## src/rtl/pipelined_rca_adder.sv

```systemverilog
// Pipelined ripple-carry adder: one STAGE_BITS slice per stage, with registered inter-slice carry.
// Operands ride along the pipe (skew) and low sum bits pass forward (deskew), so one add is accepted per cycle.
module pipelined_rca_adder #(
  parameter int WIDTH      = 16,
  parameter int STAGE_BITS = 4
) (
  input  logic             clk,
  input  logic             Rs,
  input  logic             in_valid,
  output logic             in_ready,
  input  logic [WIDTH-1:0] A,
  input  logic [WIDTH-1:0] B,
  input  logic             Cin,
  output logic             out_valid,
  input  logic             out_ready,
  output logic [WIDTH-1:0] Sum,
  output logic             Carry,
  output logic             Overflow
);

  localparam int SB      = (STAGE_BITS >= 1) ? STAGE_BITS : 1;
  localparam int NSTAGES = (WIDTH / SB >= 1) ? WIDTH / SB : 1;

  generate
    if (STAGE_BITS < 1 || (WIDTH % SB) != 0) begin : g_param_check
      $error("pipelined_rca_adder: WIDTH must be a multiple of STAGE_BITS and STAGE_BITS >= 1");
    end
  endgenerate

  // Returns {overflow, carry_out, sum}; overflow = carry into slice MSB ^ carry out of it.
  function automatic logic [SB+1:0] add_slice(input logic [SB-1:0] a,
                                               input logic [SB-1:0] b,
                                               input logic          c);
    logic [SB:0] t;
    logic        c_msb;
    t     = {1'b0, a} + {1'b0, b} + {{SB{1'b0}}, c};
    c_msb = t[SB-1] ^ a[SB-1] ^ b[SB-1];
    return {c_msb ^ t[SB], t};
  endfunction

  logic             vld_p [NSTAGES];
  logic             cy_p  [NSTAGES];
  logic             ov_p  [NSTAGES];
  logic [WIDTH-1:0] sum_p [NSTAGES];
  logic [WIDTH-1:0] a_p   [NSTAGES];
  logic [WIDTH-1:0] b_p   [NSTAGES];

  logic             vld_n [NSTAGES];
  logic             cy_n  [NSTAGES];
  logic             ov_n  [NSTAGES];
  logic [WIDTH-1:0] sum_n [NSTAGES];
  logic [WIDTH-1:0] a_n   [NSTAGES];
  logic [WIDTH-1:0] b_n   [NSTAGES];
  logic [SB+1:0]    res   [NSTAGES];

  logic advance;

  assign advance  = !out_valid || out_ready;
  assign in_ready = advance;

  always_comb begin
    // Stage 0: slice 0 of the incoming operands with Cin
    res[0]            = add_slice(A[SB-1:0], B[SB-1:0], Cin);
    vld_n[0]          = in_valid;
    cy_n[0]           = res[0][SB];
    ov_n[0]           = res[0][SB+1];
    sum_n[0]          = '0;
    sum_n[0][SB-1:0]  = res[0][SB-1:0];
    a_n[0]            = A;
    b_n[0]            = B;
    // Stage s: slice s from the skewed operands and the previous registered carry
    for (int s = 1; s < NSTAGES; s++) begin
      res[s]                = add_slice(a_p[s-1][s*SB +: SB], b_p[s-1][s*SB +: SB], cy_p[s-1]);
      vld_n[s]              = vld_p[s-1];
      cy_n[s]               = res[s][SB];
      ov_n[s]               = res[s][SB+1];
      sum_n[s]              = sum_p[s-1];
      sum_n[s][s*SB +: SB]  = res[s][SB-1:0];
      a_n[s]                = a_p[s-1];
      b_n[s]                = b_p[s-1];
    end
  end

  // All stages shift together on advance; a stalled output freezes the whole pipe
  always_ff @(posedge clk) begin
    if (Rs) begin
      for (int s = 0; s < NSTAGES; s++) begin
        vld_p[s] <= 1'b0;
        cy_p[s]  <= 1'b0;
        ov_p[s]  <= 1'b0;
        sum_p[s] <= '0;
        a_p[s]   <= '0;
        b_p[s]   <= '0;
      end
    end else if (advance) begin
      for (int s = 0; s < NSTAGES; s++) begin
        vld_p[s] <= vld_n[s];
        cy_p[s]  <= cy_n[s];
        ov_p[s]  <= ov_n[s];
        sum_p[s] <= sum_n[s];
        a_p[s]   <= a_n[s];
        b_p[s]   <= b_n[s];
      end
    end
  end

  // Output register is the last stage
  assign out_valid = vld_p[NSTAGES-1];
  assign Sum       = sum_p[NSTAGES-1];
  assign Carry     = cy_p[NSTAGES-1];
  assign Overflow  = ov_p[NSTAGES-1];

endmodule

```

## config.mk

```make
export PLATFORM = sky130hd
export DESIGN_NAME = pipelined_rca_adder
export DESIGN_NICKNAME = d
export VERILOG_FILES = /design/src/rtl/pipelined_rca_adder.sv
export SDC_FILE = /design/constraint.sdc
export NUM_CORES = 1
export LEC_CHECK = 0
export CAP_MARGIN = 20
export CORE_MARGIN = 2
export CORE_UTILIZATION = 52
export CTS_CLUSTER_SIZE = 20
export DETAILED_ROUTE_END_ITERATION = 7
export PLACE_DENSITY = 0.75
export SLEW_MARGIN = 25
export SYNTH_ARGS = -nofsm -noshare
export SYNTH_HDL_FRONTEND = slang
export SYNTH_SLANG_ARGS = --single-unit
```

## constraint.sdc

```tcl
create_clock -name clk -period 2.8 [get_ports clk]
set_input_delay 0.56 -clock clk [delete_from_list [all_inputs] [get_ports clk]]
set_output_delay 0.56 -clock clk [all_outputs]
set_load 0.03 [all_outputs]
```

==> metrics, run 1 <==
Total GRT Usage=13.64%; CTS Buffer Depth=2; total nets after synthesis=336; syn avg cell area=15.17 um2; DR vias/cell=4.787; Die ar.=8876 um2; first-pass GRT wire length=9.197 mm; WS Path Type=in -> out; DRT iter0 DRCs=102; power consumption=0.002885 W; Setup violations, final=0; cts bufs inserted=9; commonest non-fill, non-tap cells in the layout=edfxtp_1, and2_1, clkdlybuf4s50_1; die extent in y=94.21 um; pin count of the biggest net entering global routing=81; quantity of I/O buffers inserted on ports=56; Post-CTS Hold Buffers=0; initial antenna violation count=0; Req. time, crit path=2240 ps; CTS root buffer=clkbuf_8; Synth area leader=edfxtp_1; hold depth=1; Initial Utilization=54.20%; Clock Pin Slew Worst Setup and Hold Paths=90 ps; clock sink total=97; vias=2130; Leak=2.036 nW; share of the yosys chip area belonging to registers=68.84%; Tmin final=2366 ps; worst hold slack=514.7 ps; Syn-to-layout area delta=19.52%; maxcap violations=0; reg-to-reg slack, setup=620 ps; RSZ-0062 raised after global routing=false; post-route ant nets=0; CP Launch Type=primary input; die width=94.21 um; H-tree levels=3; Post-CTS Setup Bufs=0; outcome=complete, no violations; Hold Crit Start=sum_p[0][2]; share of post-route cells with drive strength above 1=6.706%; final wirelength=5.490 mm; Rows=32; Routed wire per std cell=12.34 um; Worst-Margin Slew=637.3 ps; post-synthesis cell area=4232 um2; DR DRC count=0; relative slew slack=57.51%; Clock Latency Late Sink=360 ps; fmax=422.7 MHz; Final nets=395; Setup TNS=0 ps; CTS tree=yes; Netlist cell types=27; HPWL Detailed=3.598 mm; Hold Vio Cnt, Final=0; hold path endpoint=sum_p[1][2]; I/O pin cnt=57; Hold Crit Class=reg -> reg; Critical Path End Type=primary output; power per cell area=570.5 nW/um2; reg2reg end=ov_p[3]; most common cell after layout, fill and taps aside=edfxtp_1; Synthesis Warnings=0; RePlAce Congestion=0.7268; router iterations before antenna repair=5; Worst Skew=14.29 ps; Finished Core Util=64.78%; vias in the first global route=2144; area share of the largest cell type after synthesis=68.84%; VDD IR max=0.3433 mV; n_diodes=0; post-CTS resize count=0; CP max FO=4; top cells by area in the synthesized netlist=edfxtp_1, and2_1, fa_1; cell count after synthesis=279; Final Slew Violations=0; critical path arrival=1810 ps; Reg2Reg Depth=6; Core ar.=7807 um2; total gr overflow=0; Seq cells post-synth=97; reg2reg start=a_p[0][44]; Tcrit/Tclk final=84.49%
-- cell type report --
class                      instances  area [um2]
clock buffer                      11       131.4
clock inverter                     5       65.06
fill                             596        2750
inverter                          17       63.81
multi-input combinational        154        1149
sequential                        97        2913
tap                              102       127.6
timing repair buffer              59       608.1
-- metal layers --
| metal | vias to the layer above | wire length, um | GRT usage [%] | share of wire [%] |
|---|---|---|---|---|
| li1 | 1081 | - | - | - |
| met1 | 991 | 2347 | 15.36 | 43 |
| met2 | 49 | 2855 | 24.52 | 52 |
| met3 | 9 | 207 | 3.371 | 3.8 |
| met4 | 0 | 79 | 5.797 | 1.4 |
| met5 | - | 0 | 0 | 0 |
-- synth_stat cells (all sizes together) --
library cell,instances
o21ai,4
buf,11
nor3b,3
a21oi,8
nand2b,2
a21o,2
and2b,1
nor3,5
nand2,2
or2,1
fa,8
xor2,2
xnor2,2
and2,80
edfxtp,97
nor2b,6
a211oi,1
nand3,3
o211ai,1
a21boi,2
and3,1
inv,17
ha,12
nor2,8
-- worst max path at each step --
stage,slack [ps],from,endpoint
6_report,430,out_ready,in_ready
5_1_grt,390,out_ready,in_ready
3_3_place_gp,440,out_ready,in_ready
3_5_place_dp,390,out_ready,a_p[0][11]
2_1_floorplan,390,vld_p[3],a_p[0][10]
4_1_cts,430,out_ready,in_ready
-- where the power goes --
group          switching [W]  total (W)  internal (W)
Sequential         0.0000238    0.00172       0.00169
Combinational       0.000124   0.000265      0.000142
Clock               0.000482   0.000904      0.000422
Total               0.000630    0.00289       0.00226
-- critical path: stages --
cell and delay, ps:
clkdlybuf4s50_1 450, nand2b_4 130, clkdlybuf4s50_1 660
-- stage by stage --
stage                     worst slack, ps  instances  area (um2)
after floorplan                     385.6        279        4232
after global placement              435.2        429        4860
after detailed placement            388.3        429        4860
after CTS                           429.5        445        5056
after global routing                394.1        445        5057
final                               434.4        445        5057
-- state kept, by name, indices dropped and copies added, names as in the netlist --
register	cells
sum_p	40
cy_p	4
ov_p	1
b_p	24
a_p	24
vld_p	4
-- cells by family (layout without fill, tap and decap cells) --
family / Yosys count / in the layout / synth area share (%)
flip-flops: 97 / 97 / 68.83
buffers and inverters: 28 / 92 / 4.140
AO/OA/AOI/OAI: 18 / 18 / 2.602
AND/OR/NAND/NOR: 112 / 112 / 16.26
XOR/XNOR: 4 / 4 / 0.8281
adder cells (fa/ha/maj): 20 / 20 / 7.333
No activity file was read; power rests on OpenSTA's default activity.
==> run 2, diff against run 1 <==
--- a/config.mk
+++ b/config.mk
@@ -7,10 +7,10 @@
 export LEC_CHECK = 0
 export CAP_MARGIN = 20
 export CORE_MARGIN = 2
-export CORE_UTILIZATION = 52
+export CORE_UTILIZATION = 49
 export CTS_CLUSTER_SIZE = 20
 export DETAILED_ROUTE_END_ITERATION = 7
-export PLACE_DENSITY = 0.75
+export PLACE_DENSITY = 0.74
 export SLEW_MARGIN = 25
 export SYNTH_ARGS = -nofsm -noshare
 export SYNTH_HDL_FRONTEND = slang
==> constraint.sdc (replaced) <==
create_clock -name clk -period 2.1 [get_ports clk]
set_input_delay 0.42 -clock clk [delete_from_list [all_inputs] [get_ports clk]]
set_output_delay 0.42 -clock clk [all_outputs]
set_load 0.03 [all_outputs]
==> run 2 against run 1 <==
Compared with the run above: routed wire length grew 1.8%; cell count grew 1.1%; clock power grew 29%; sequential cell count is the same; clock skew shrank 3.1 ps; sequential power grew 33%; die area grew 5.9%; critical path type is now reg -> reg; critical endpoint is now ov_p[3]; highest routed layer unchanged.
==> metrics, run 2 (same netlist as run 1, synthesis figures left out) <==
outcome=complete, no violations; VDD IR max=0.3128 mV (-8.9%); critical path arrival=2100 ps (+290 ps); quantity of I/O buffers inserted on ports=56 (unchanged); I/O pin cnt=57 (unchanged); switching power of the nets=0.0008188 W (+30%); Core ar.=8299 um2 (+6.3%); Hold Vio Cnt, Final=0 (unchanged); most common cell after layout, fill and taps aside=edfxtp_1; Clk pwr share=30.7% (-0.6 points); Clock Pin Slew Worst Setup and Hold Paths=100 ps (about the same); vias in the first global route=2192 (+2.2%); cts bufs inserted=9 (unchanged); router iterations before antenna repair=4 (-1); DR DRC count=0 (unchanged); combinational power share=9.4% (+0.2 points); n_diodes=0 (unchanged); post-route ant nets=0 (unchanged); CP max FO=3 (-1); reg2reg start=a_p[0][44]; Hold Crit Start=sum_p[1][2]; Seq pwr share=59.8% (+0.3 points); WS Path Type=reg -> reg; Final Slew Violations=0 (unchanged); Leak=2.043 nW (+0.35%); CTS Buffer Depth=2 (unchanged); relative slew slack=75.93% (+18 points); cell mode on critical path=fa_2; worst hold slack=511.5 ps (-3.176 ps); reg2reg end=ov_p[3]; CTS root buffer=clkbuf_8; Worst Skew=11.15 ps (-3.142 ps); initial antenna violation count=0 (unchanged); Initial Utilization=50.99% (-3.2 points); Die ar.=9395 um2 (+5.9%); Tmin final=1993 ps; Clock Latency Late Sink=350 ps (about the same); Hold Crit Class=reg -> reg; DR vias/cell=4.798 (+0.24%); fmax=501.6 MHz; fin worst setup slack=106.6 ps (-327.8 ps); CP Launch Type=flop; Total GRT Usage=12.72% (-0.91 points); DRT iter0 DRCs=94 (-7.8%); Pint=0.003005 W (+33%); hold path endpoint=sum_p[2][2]; Switching Share=21.41% (-0.42 points); Req. time, crit path=2210 ps (-30 ps); H-tree levels=3 (unchanged); hold depth=1 (unchanged); Rows=33 (+3.1%); die width=96.93 um (+2.9%); vias=2159 (+1.4%); die extent in y=96.93 um (+2.9%); Post-CTS Hold Buffers=0 (unchanged); Critical Path End Type=flop; RePlAce Congestion=0.7185 (-1.1%); Setup violations, final=0 (unchanged); HPWL Detailed=3.664 mm (+1.8%); Syn-to-layout area delta=20.11%; final wirelength=5.591 mm (+1.8%); power consumption=0.003824 W (+33%); Cell Chain, Critical Path=fa_2 -> fa_2 -> nand3_1 -> nand3_2 -> a211oi_2 -> nor3b_2; CTS tree=yes; clock sink total=97 (unchanged); crit-path max cell delay=420 ps (-240 ps); Setup TNS=0 ps (unchanged); Post-CTS Setup Bufs=0 (unchanged); Worst-Margin Slew=361.1 ps (-276.2 ps); first-pass GRT wire length=9.473 mm (+3.0%); power per cell area=752.3 nW/um2 (+32%); Reg2Reg Depth=6 (unchanged); max reg flops=40 (unchanged); biggest regs=sum_p (40), a_p (24), b_p (24); pin count of the biggest net entering global routing=81 (unchanged); total gr overflow=0 (unchanged); Final nets=397 (+0.51%); worst slack, placed=-141.2 ps (-529.4 ps); Routed wire per std cell=12.42 um (+0.71%); Tcrit/Tclk final=94.93%; commonest non-fill, non-tap cells in the layout=edfxtp_1, and2_1, clkdlybuf4s50_1; share of post-route cells with drive strength above 1=8.696% (+2.0 points); reg-to-reg slack, setup=110 ps (-510 ps); Crit-path slowest cell=fa_2; maxcap violations=0 (unchanged); Largest Register=sum_p
## run 2: worst max-delay path: cells and delay by family (launching register included)
family,cells,cell delay [ps]
AND/OR/NAND/NOR,3,320
flip-flops,1,410
adder cells (fa/ha/maj),2,780
AO/OA/AOI/OAI,1,250
## run 2: per-stage QoR
stage | util [%] | cell area [um2] | std cells
floorplan | - | 4234 | 279
global placement | 58.75 | 4876 | 434
detailed placement | 58.75 | 4876 | 434
CTS | 61.15 | 5075 | 450
global route | 61.24 | 5082 | 450
finish | 61.24 | 5082 | 450
## run 2: power by group through the flow
| stage | registers, W | logic [W] | clock network [W] |
|---|---|---|---|
| 6_report | 0.00229 | 0.000361 | 0.00117 |
| 4_1_cts | 0.00229 | 0.000367 | 0.00121 |
| 3_3_place_gp | 0.00233 | 0.000351 | 0 |
| 3_5_place_dp | 0.00233 | 0.000365 | 0 |
| 5_1_grt | 0.00230 | 0.000402 | 0.00129 |
| 2_1_floorplan | 0.00237 | 0.000188 | 0 |
## run 2: per-layer routing
metal	vias to the layer above	global-route usage, %	share of wire [%]
met3	5	2.890	3.5
met5	-	0	0
met4	0	5.850	0.61
met1	1033	14.19	42
met2	43	23.02	54
li1	1078	-	-
## run 2: worst max path at each step
stage,startpoint,end,slack [ps],cells past startpoint
floorplan,a_p[0][44],ov_p[3],80,6
global placement,A[0],sum_p[0][1],-110,6
detailed placement,A[0],sum_p[0][1],-140,6
CTS,a_p[0][44],ov_p[3],20,6
global route,a_p[0][44],ov_p[3],-1,6
finish,a_p[0][44],ov_p[3],110,6
## run 2: final cells by class
| type | instances | area [um2] |
|---|---|---|
| flip-flops and latches | 97 | 2913 |
| repair buffers | 61 | 620.6 |
| fillers | 654 | 3217 |
| inverters | 17 | 63.81 |
| clock buffers | 10 | 127.6 |
| clock inverters | 6 | 68.82 |
| multi-input cells | 154 | 1157 |
| well taps | 105 | 131.4 |
## run 2: timing repair
action / 4_1_cts / 5_1_grt
gates resized for setup: 1 / 2
setup endpoints to repair: 1 / 1
cloned: 0 / 0
